`src/rtl/q_measure.sv`:
```
// Q measurement stage: settles after enable or a reference change, then reduces each
// window of 2^AVG_LOG2 samples to one q_measured value with a one-cycle ready pulse.
// Optional feature macro: Q_MEASURE_PEAK_EN (window maximum instead of truncated mean).
module q_measure #(
  parameter int unsigned WIDTH         = 10,
  parameter int unsigned AVG_LOG2      = 3,
  parameter int unsigned SETTLE_CYCLES = 64
) (
  input  logic             clk,
  input  logic             rst,
  input  logic             enable,
  input  logic             iref_changed,
  input  logic             sample_valid,
  input  logic [WIDTH-1:0] sample,
  output logic [WIDTH-1:0] q_measured,
  output logic             ready,
  output logic             settling
);

  localparam int unsigned N           = 1 << AVG_LOG2;
  localparam int unsigned CNT_W       = AVG_LOG2 + 1;
  localparam int unsigned SET_W       = (SETTLE_CYCLES > 2) ? $clog2(SETTLE_CYCLES) : 1;
  localparam int unsigned SETTLE_LAST = (SETTLE_CYCLES == 0) ? 0 : SETTLE_CYCLES - 1;
`ifdef Q_MEASURE_PEAK_EN
  localparam int unsigned ACC_W       = WIDTH;
`else
  localparam int unsigned ACC_W       = WIDTH + AVG_LOG2;
`endif

  typedef enum logic [1:0] {IDLE, SETTLE, ACCUM, DONE} state_e;

  // With no settling interval a (re)start goes straight to accumulation.
  localparam state_e START = (SETTLE_CYCLES == 0) ? ACCUM : SETTLE;

  state_e             state_q, state_d;
  logic [SET_W-1:0]   settle_q, settle_d;
  logic [CNT_W-1:0]   cnt_q, cnt_d;
  logic [ACC_W-1:0]   acc_q, acc_d;
  logic [WIDTH-1:0]   q_measured_q, q_measured_d;
  logic               ready_q, ready_d;
  logic               settling_q, settling_d;

  logic [ACC_W-1:0]   acc_next;
  logic [WIDTH-1:0]   result;

  // Window reduction including the sample currently presented.
  always_comb begin
`ifdef Q_MEASURE_PEAK_EN
    acc_next = (sample > acc_q) ? sample : acc_q;
    result   = acc_next;
`else
    acc_next = acc_q + ACC_W'(sample);
    result   = acc_next[ACC_W-1:AVG_LOG2];
`endif
  end

  always_comb begin
    state_d      = state_q;
    settle_d     = settle_q;
    cnt_d        = cnt_q;
    acc_d        = acc_q;
    q_measured_d = q_measured_q;

    unique case (state_q)
      IDLE: begin
        settle_d = '0;
        cnt_d    = '0;
        acc_d    = '0;
        if (enable) state_d = START;
      end
      SETTLE: begin
        if (iref_changed) begin
          settle_d = '0;
        end else if (settle_q == SET_W'(SETTLE_LAST)) begin
          settle_d = '0;
          state_d  = ACCUM;
        end else begin
          settle_d = settle_q + SET_W'(1);
        end
      end
      ACCUM: begin
        if (iref_changed) begin
          state_d  = START;
          settle_d = '0;
          cnt_d    = '0;
          acc_d    = '0;
        end else if (sample_valid) begin
          if (cnt_q == CNT_W'(N - 1)) begin
            state_d      = DONE;
            q_measured_d = result;
            cnt_d        = '0;
            acc_d        = '0;
          end else begin
            cnt_d = cnt_q + CNT_W'(1);
            acc_d = acc_next;
          end
        end
      end
      DONE: begin
        settle_d = '0;
        cnt_d    = '0;
        acc_d    = '0;
        state_d  = iref_changed ? START : ACCUM;
      end
      default: state_d = IDLE;
    endcase

    // Disable overrides everything, including a window completing this cycle.
    if (!enable) begin
      state_d      = IDLE;
      settle_d     = '0;
      cnt_d        = '0;
      acc_d        = '0;
      q_measured_d = q_measured_q;
    end

    ready_d    = (state_d == DONE);
    settling_d = (state_d == SETTLE);
  end

  always_ff @(posedge clk) begin
    if (rst) begin
      state_q      <= IDLE;
      settle_q     <= '0;
      cnt_q        <= '0;
      acc_q        <= '0;
      q_measured_q <= '0;
      ready_q      <= 1'b0;
      settling_q   <= 1'b0;
    end else begin
      state_q      <= state_d;
      settle_q     <= settle_d;
      cnt_q        <= cnt_d;
      acc_q        <= acc_d;
      q_measured_q <= q_measured_d;
      ready_q      <= ready_d;
      settling_q   <= settling_d;
    end
  end

  assign q_measured = q_measured_q;
  assign ready      = ready_q;
  assign settling   = settling_q;

endmodule

```
`config.mk`:
```
export PLATFORM = sky130hd
export DESIGN_NAME = q_measure
export DESIGN_NICKNAME = d
export VERILOG_FILES = /design/src/rtl/q_measure.sv
export SDC_FILE = /design/constraint.sdc
export NUM_CORES = 1
export LEC_CHECK = 0
export BUFFER_PORTS_ARGS = -buffer_cell sky130_fd_sc_hd__clkbuf_2
export CORE_MARGIN = 5
export CORE_UTILIZATION = 36
export DETAILED_ROUTE_END_ITERATION = 16
export PLACE_DENSITY = 0.66
export SLEW_MARGIN = 20
export SYNTH_ARGS = -nofsm -noshare
export SYNTH_HDL_FRONTEND = slang
export SYNTH_SLANG_ARGS = --single-unit
```
`constraint.sdc`:
```
create_clock -name clk -period 2.7 [get_ports clk]
set_input_delay 0 -clock clk [delete_from_list [all_inputs] [get_ports clk]]
set_output_delay 0 -clock clk [all_outputs]
set_load 0.02 [all_outputs]
```
======== Word level (Yosys, flattened, before mapping) ========
Index checks and enable logic that the tools add are counted.
cells by class
  add/subtract/negate cells ............... 3
  eq/ne operators ......................... 9
  multiplexer cells ....................... 20
  bitwise operators ....................... 2
  reductions and logical operators ........ 6
operators with widths
  cell                                           number
  2-to-1 mux 13 bit                              3
  case mux 13 bit (2 select lines)               1
  2-to-1 mux 6 bit                               3
  case mux 6 bit (3 select lines)                1
  2-to-1 mux 2 bit                               7
  adder 13 x 10 -> 13 bit                        1
  2-to-1 mux 4 bit                               3
  case mux 2 bit (4 select lines)                1
  case mux 4 bit (2 select lines)                1
  adder 6 x 1 -> 6 bit, second input constant    1
  == test 2 bit, second input constant           3
  == test 6 bit, second input constant           1
  AND reduction 5 bit                            1
  adder 4 x 1 -> 4 bit, second input constant    1
  == test 2 x 1 -> 1 bit, second input constant  2
  == test 4 x 3 -> 1 bit, second input constant  1
  OR reduction 2 bit                             2
  != test 3 bit, second input constant           1
  logical NOT 2 bit                              1
  != test 2 bit, second input constant           1
  NOT 1 bit                                      2
  AND reduction 2 bit                            1
  nonzero test 2 bit                             1
word-level totals
  bits in registers ....................... 37
  bits of input ports ..................... 15
  output and inout port bits .............. 12

======== Longest topological paths before layout ========
Gate-level depths: netlist (run 1).
  depth in word-level cells ............... 7
  depth in mapped cells ................... 9
  mapped depth without buffers ............ 8

======== Worst setup path before layout (run 1) ========
Ideal clock, no wire load.
  path type ............................... reg2reg
  start point ............................. reg acc_q[9]
  end point ............................... reg q_measured_q[8], in the netlist q_measured[8]
  library setup time ...................... 0.118 ns
  data arrival time ....................... 1.807 ns
  data required time ...................... 2.582 ns
  slack ................................... 0.776 ns
  cell stages (with the launch flop) ...... 8
  path through ............................ dfxtp_1 -> ha_1 -> clkbuf_1 -> a41oi_1 -> o21ai_1 -> and2_1 -> or4_1 -> o2111a_1
between the ends
  longest elaborated chain between the ends .. 1
ends and longest elaborated chain
  element                   line  RTL
  start: declaration        38    logic [ACC_W-1:0] acc_q, acc_d;
  start signal: assignment  126   acc_q <= '0;
  start signal: assignment  134   acc_q <= acc_d;
  adder 13 x 10 -> 13 bit   52    acc_next = acc_q + ACC_W'(sample);
  end signal: assignment    135   q_measured_q <= q_measured_d;
  end: declaration          39    logic [WIDTH-1:0] q_measured_q, q_measured_d;
Every way passes these cells.
A chain may end at the register's enable or synchronous reset.

======== Final worst setup path (run 1) ========
  start point ............................. reg state_q[0]
  end point ............................... reg q_measured_q[7], in the netlist q_measured[7]
between the ends
  longest elaborated chain between the ends .. 2
ends and longest elaborated chain
  element                               line  RTL
  start: declaration                    35    state_e state_q, state_d;
  start signal: assignment              131   state_q <= state_d;
  == test 2 bit                         64    unique case (state_q)
  AND reduction 5 bit (no source line)  --
Every way passes these cells.

==> results of run 1 <==
[power groups by stage]
stage | Combinational, mW | Clock [mW] | Sequential (mW)
floorplan | 0.0537 | 0 | 0.563
global placement | 0.0797 | 0 | 0.562
detailed placement | 0.0795 | 0 | 0.563
CTS | 0.0803 | 0.373 | 0.550
global route | 0.0905 | 0.397 | 0.550
finish | 0.0804 | 0.361 | 0.550
[metrics by stage]
step	cells	area [um2]	setup WS [ps]	util	hold slack [ps]
finish	378	2510	414	0.419	50.4
global route	378	2510	170	0.419	56.7
CTS	378	2510	414	0.419	26.9
detailed placement	372	2440	422	0.407	337
global placement	372	2440	498	0.407	340
floorplan	280	2250	776	-	192
[layer usage]
layer,track usage,part of all wire,vias to the layer above
met1,0.201,0.50,964
met2,0.232,0.43,50
li1,-,-,1088
met4,0.0474,0.012,0
met3,0.0378,0.050,6
met5,0,0,-
[registers in the layout, summed over array words and instances (netlist names)]
| name | flops |
|---|---|
| settle_q | 6 |
| ready | 1 |
| settling | 1 |
| q_measured | 10 |
| cnt_q | 4 |
| acc_q | 13 |
| state_q | 2 |
[layout make-up]
class	instances	area [um2]	area share
Sequential cell	37	741	0.295
Clock inverter	1	5.00	0.00199
Multi-Input combinational cell	219	1410	0.560
Timing Repair Buffer	29	153	0.0608
Tap cell	75	93.8	0.0374
Clock buffer	5	68.8	0.0274
Inverter	12	45.0	0.0179
[layout by cell type (no fill, tap or decap), types with 9 or more instances in the layout]
master    Yosys  routed
o21ai_0      15      15
nand2_1      24      24
clkbuf_2      0      26
nand3_1      15      15
ha_1         16      16
nor2_1       24      24
a21oi_1      21      21
nor3_1        9       9
inv_1        11      11
dfxtp_1      37      37
[path summary, 6_finish.rpt]
path / start / endpoint / cells after the start
setup / recovery: state_q[0] / q_measured[7] / 7
hold / removal: iref_changed / settle_q[1] / 2
setup reg to reg: state_q[0] / q_measured[7] / 7
hold reg to reg: q_measured[2] / q_measured[2] / 2
[worst max-delay path: stages, from the launching register on]
cell       delay, ps
dfxtp_1          340
inv_1             90
ha_1             330
nor2b_1          440
nand3_1          200
buf_4            230
a2111oi_0        420
a311o_1          180
[cells by family (layout without fill, tap and decap cells)]
group	Yosys count	after routing	synth area share
mux	3	3	0.0139
xor+xnor	2	2	0.00778
buf+inv	24	47	0.0472
fa+ha+maj	17	17	0.0978
simple gates	111	111	0.253
compound gates	86	86	0.252
flops	37	37	0.329
==> qor.csv, run 1 <==
metric;value;unit
post-layout net count;336;
peak supply drop;0.194;mV
min Tclk post-route;2290;ps
Top Ports;27;
unrepaired setup endpoints after global routing;no;
syn avg cell area;8.04;um2
Tot Pwr;992;uW
sw power;245;uW
Synth async-reset ratio;0;
DPL Wire Length;4.00;mm
vias in the first global route;2021;
most common cell in the netlist;dfxtp_1;
setup TNS;0;ps
# resized after CTS;0;
leakage;1.00;nW
total grt overflow;0;
Clock Path Buffers;2;
Post-synth top cells;dfxtp_1, nand2_1, nor2_1, a21oi_1, ha_1;
vias per cell;5.58;
Worst Setup End Kind;register;
Crit Path Category;reg -> reg;
pin count of the biggest net entering global routing;17;
CP max FO;16;
Avg WL per Cell;14.2;um
Synth Cell Area;2250;um2
combinational share of power;0.081;
Reg clk slew, reported paths;80;ps
top cell type's share of synthesized area;0.329;
remaining routing DRC violations;0;
initial core utilization;0.376;
ANT cells;0;
commonest register cell after synthesis;dfxtp_1;
Final Hold Vio Count;0;
worst reg-to-reg setup slack;410;ps
CP Launch Type;register;
Sequential Power Share;0.555;
initial antenna violation count;0;
CTS buffer count;5;
Clk pwr share;0.364;
Post-synth EDFFs;0;
Sw Ratio;0.247;
Final GP Congestion;0.825;
number of core rows;28;
1st-pass router iterations;4;
die area;7940;um2
TritonCTS clock tree;yes;
Worst Clk Skew;13.8;ps
Rel. slew slack;0.601;
final WL;5.38;mm
Total GRT Usage;0.149;
Syn Nets;312;
Pint;747;uW
fmax;437;MHz
first-pass GRT wire length;9.39;mm
YS warnings;0;
CTS Root Cell;clkbuf_8;
die height;89.1;um
Least-Margin Pin Slew;596;ps
share of layout cells above drive strength 1;0.129;
Synth area leader;dfxtp_1;
drt initial violations;122;
# fillers;606;
data arrival time of the critical path;2520;ps
PortBufs;26;
sequential fraction of the synthesis area;0.329;
Core Area;5990;um2
Worst EP required;2940;ps
Tcrit/Tclk final;0.847;
PD cells;395;nW/um2
# setup viols final;0;
Worst-Skew Late Latency;290;ps
CTS H-tree depth;2;
Gate Count Post-Synth;280;
HP Class;in -> reg;
Seq cells post-synth;37;
Slew Limit Fails;0;
clk sinks;37;
synth unique cells;52;
hold_buf cts;0;
Vias;2108;
Die W;89.1;um
outcome;finished clean;
post-CTS setup buffers;0;
post-route ant nets;0;
Synth-to-Final Area Change;11.5;%
maxcap violations;0;
largest cells by area after synthesis;dfxtp_1, ha_1, a21oi_1;
Power figures use the tool's default switching activity.
==> run 2: changes to the inputs <==
--- a/config.mk
+++ b/config.mk
@@ -5,11 +5,12 @@
 export SDC_FILE = /design/constraint.sdc
 export NUM_CORES = 1
 export LEC_CHECK = 0
+export ABC_AREA = 1
 export BUFFER_PORTS_ARGS = -buffer_cell sky130_fd_sc_hd__clkbuf_2
 export CORE_MARGIN = 5
 export CORE_UTILIZATION = 36
 export DETAILED_ROUTE_END_ITERATION = 16
-export PLACE_DENSITY = 0.66
+export PLACE_DENSITY = 0.68
 export SLEW_MARGIN = 20
 export SYNTH_ARGS = -nofsm -noshare
 export SYNTH_HDL_FRONTEND = slang
==> constraint.sdc (replaced) <==
create_clock -name clk -period 2.1 [get_ports clk]
set_input_delay 0 -clock clk [delete_from_list [all_inputs] [get_ports clk]]
set_output_delay 0 -clock clk [all_outputs]
set_load 0.02 [all_outputs]
==> run 2 against run 1 <==
Sequential share of layout area shrank 1.1 points. First-iteration DRC count shrank 25%. Wire length shrank 7.2%. Fmax grew 24%. Worst setup slack lost 160 ps. Combinational power grew 59%. Non-clock buffer count shrank 1. Largest cell class unchanged. Highest routed layer unchanged.
==> qor.csv, run 2 <==
metric;value;unit;change
outcome;finished clean;;unchanged
remaining routing DRC violations;0;;unchanged
sequential fraction of the synthesis area;0.318;;was 0.329
die area;8180;um2;was 7940 um2
drt initial violations;92;;was 122
Pint;978;uW;was 747 uW
vias per cell;4.70;;was 5.58
Final Hold Vio Count;0;;unchanged
initial antenna violation count;0;;unchanged
Synth Cell Area;2330;um2;was 2250 um2
crit-path cells;ha_1, inv_1, fa_1, inv_1, nand3_1, nand2_2, nand2_1, nand2_1, xor2_1, nand2_1, a21oi_2;;was inv_1, ha_1, nor2b_1, nand3_1, buf_4, a2111oi_0, a311o_1
Post-synth EDFFs;0;;unchanged
Sequential Power Share;0.532;;was 0.555
Worst EP required;2340;ps;was 2940 ps
min Tclk post-route;1850;ps;was 2290 ps
Die W;90.4;um;was 89.1 um
Worst R2R Path Depth;11;;was 7
CTS buffer count;5;;unchanged
Top Ports;27;;unchanged
slowest stage delay, CP;390;ps;was 440 ps
Synth area leader;dfxtp_1;;unchanged
combinational share of power;0.096;;was 0.081
Reg clk slew, reported paths;80;ps;about the same
die height;90.4;um;was 89.1 um
Worst-Skew Late Latency;300;ps;was 290 ps
commonest non-fill, non-tap cell in the layout;nand2_1;;was dfxtp_1
number of core rows;29;;was 28
Sw Ratio;0.265;;was 0.247
Hold Path Stages;2;;unchanged
final WL;4.99;mm;was 5.38 mm
Rel. slew slack;0.754;;was 0.601
clk sinks;37;;unchanged
Tcrit/Tclk final;0.879;;was 0.847
sw power;353;uW;was 245 uW
Core Area;6310;um2;was 5990 um2
Vias;2131;;was 2108
vias in the first global route;2233;;was 2021
PortBufs;26;;unchanged
Least-Margin Pin Slew;366;ps;was 596 ps
maxcap violations;0;;unchanged
commonest register cell after synthesis;dfxtp_1;;unchanged
Crit Path Category;reg -> reg;;unchanged
hold_buf cts;0;;unchanged
Total GRT Usage;0.135;;was 0.149
HP Class;in -> reg;;unchanged
CTS H-tree depth;2;;unchanged
ANT cells;0;;unchanged
synth unique cells;33;;was 52
unrepaired setup endpoints after global routing;no;;unchanged
final std cells w/o fill;453;;was 378
Biggest register;acc_q;;unchanged
Gate Count Post-Synth;345;;was 280
first-pass GRT wire length;9.44;mm;was 9.39 mm
syn avg cell area;6.75;um2;was 8.04 um2
leakage;1.30;nW;was 1.00 nW
data arrival time of the critical path;2080;ps;was 2520 ps
placed instance count;445;;was 372
Post-synth top cells;nand2_1, inv_1, dfxtp_1, nor2_1, nand3_1;;was dfxtp_1, nand2_1, nor2_1, a21oi_1, ha_1
CP max FO;4;;was 16
Top cell by count, worst path;nand2_1;;
Slew Limit Fails;0;;unchanged
top cell type's share of synthesized area;0.318;;was 0.329
Syn Nets;377;;was 312
fmax;542;MHz;was 437 MHz
most common cell in the netlist;nand2_1;;was dfxtp_1
post-layout net count;407;;was 336
1st-pass router iterations;4;;unchanged
YS warnings;0;;unchanged
largest cells by area after synthesis;dfxtp_1, nand2_1, ha_1;;was dfxtp_1, ha_1, a21oi_1
# setup viols final;0;;unchanged
total grt overflow;0;;unchanged
initial core utilization;0.369;;was 0.376
Slowest-stage cell, CP;fa_1;;was nor2b_1
post-CTS setup buffers;0;;unchanged
Clock Path Buffers;2;;unchanged
Final GP Congestion;0.902;;was 0.825
pin count of the biggest net entering global routing;16;;was 17
Worst Setup End Kind;register;;unchanged
Seq cells post-synth;37;;unchanged
Largest register FFs;13;;unchanged
hold slack;40.7;ps;was 50.4 ps
DPL Wire Length;4.00;mm;about the same
setup TNS;0;ps;unchanged
CTS Root Cell;clkbuf_8;;unchanged
Clk pwr share;0.372;;was 0.364
post-route ant nets;0;;unchanged
most frequent cells in the layout;nand2_1, inv_1, dfxtp_1, nor2_1, clkbuf_2;;was dfxtp_1, clkbuf_2, nand2_1, nor2_1, a21oi_1
Avg WL per Cell;11.0;um;was 14.2 um
share of layout cells above drive strength 1;0.168;;was 0.129
Synth async-reset ratio;0;;unchanged
peak supply drop;0.297;mV;was 0.194 mV
Worst Clk Skew;7.17;ps;was 13.8 ps
PD cells;510;nW/um2;was 395 nW/um2
Synth-to-Final Area Change;12.2;%;was 11.5%
TritonCTS clock tree;yes;;unchanged
CP Launch Type;register;;unchanged
run 2: cell types whose count changed after synthesis, moves of 8 or more:
cell	before	now
nor2_1	24	32
nand3_1	15	24
clkbuf_1	9	1
nand2_1	24	102
inv_1	11	52
o21ai_0	15	7
run 2: timing repair:
item	in CTS	in global routing
setup endpoints to repair	0	3
endpoints found under the hold margin	0	0
resized for setup	0	1
run 2: path summary, 6_finish.rpt:
| path | start | endpoint | slack [ps] |
|---|---|---|---|
| min | rst | q_measured[0] | 40 |
| min reg2reg | q_measured[0] | q_measured[0] | 470 |
| max | acc_q[0] | acc_q[8] | 250 |
| max reg2reg | acc_q[0] | acc_q[8] | 250 |
run 2: cell families after synthesis:
| logic type | synth area share |
|---|---|
| compound gates | 0.120 |
| buf+inv | 0.112 |
| xor+xnor | 0.0301 |
| flops | 0.318 |
| simple gates | 0.325 |
| fa+ha+maj | 0.0946 |
run 2: area by class of cell:
type                       count  area [um2]
tap                           77        96.3
fill                         670        3700
sequential                    37         741
clock inverter                 3        17.5
multi-input combinational    246        1330
timing repair buffer          28         145
inverter                      57         215
clock buffer                   5        68.8
run 2: critical path, delay by kind of cell (launching register included):
family          cells  cell delay, ps
compound gates      1             110
xor+xnor            1             200
fa+ha+maj           2             570
buf+inv             2             150
flops               1             340
simple gates        5             420
run 2: layer usage:
metal	part of all wire	routed length, um	GRT usage
met1	0.45	2270	0.154
met5	0	0	0
met2	0.49	2420	0.242
met4	0.019	94	0.0459
met3	0.041	207	0.0375
run 2: power groups by stage:
stage / Sequential, mW / Combinational (mW) / Clock (mW)
after floorplan: 0.726 / 0.0887 / 0
after global placement: 0.725 / 0.128 / 0
after detailed placement: 0.725 / 0.128 / 0
after CTS: 0.709 / 0.129 / 0.515
after global routing: 0.710 / 0.146 / 0.546
final: 0.709 / 0.128 / 0.495
run 2: through the flow:
step | util | setup WS (ps) | total power [mW] | instance area [um2]
global placement | 0.400 | 291 | 0.854 | 2520
finish | 0.414 | 255 | 1.33 | 2610
global route | 0.414 | 13.5 | 1.40 | 2610
floorplan | - | 400 | 0.815 | 2330
detailed placement | 0.400 | 224 | 0.854 | 2520
CTS | 0.413 | 208 | 1.35 | 2610
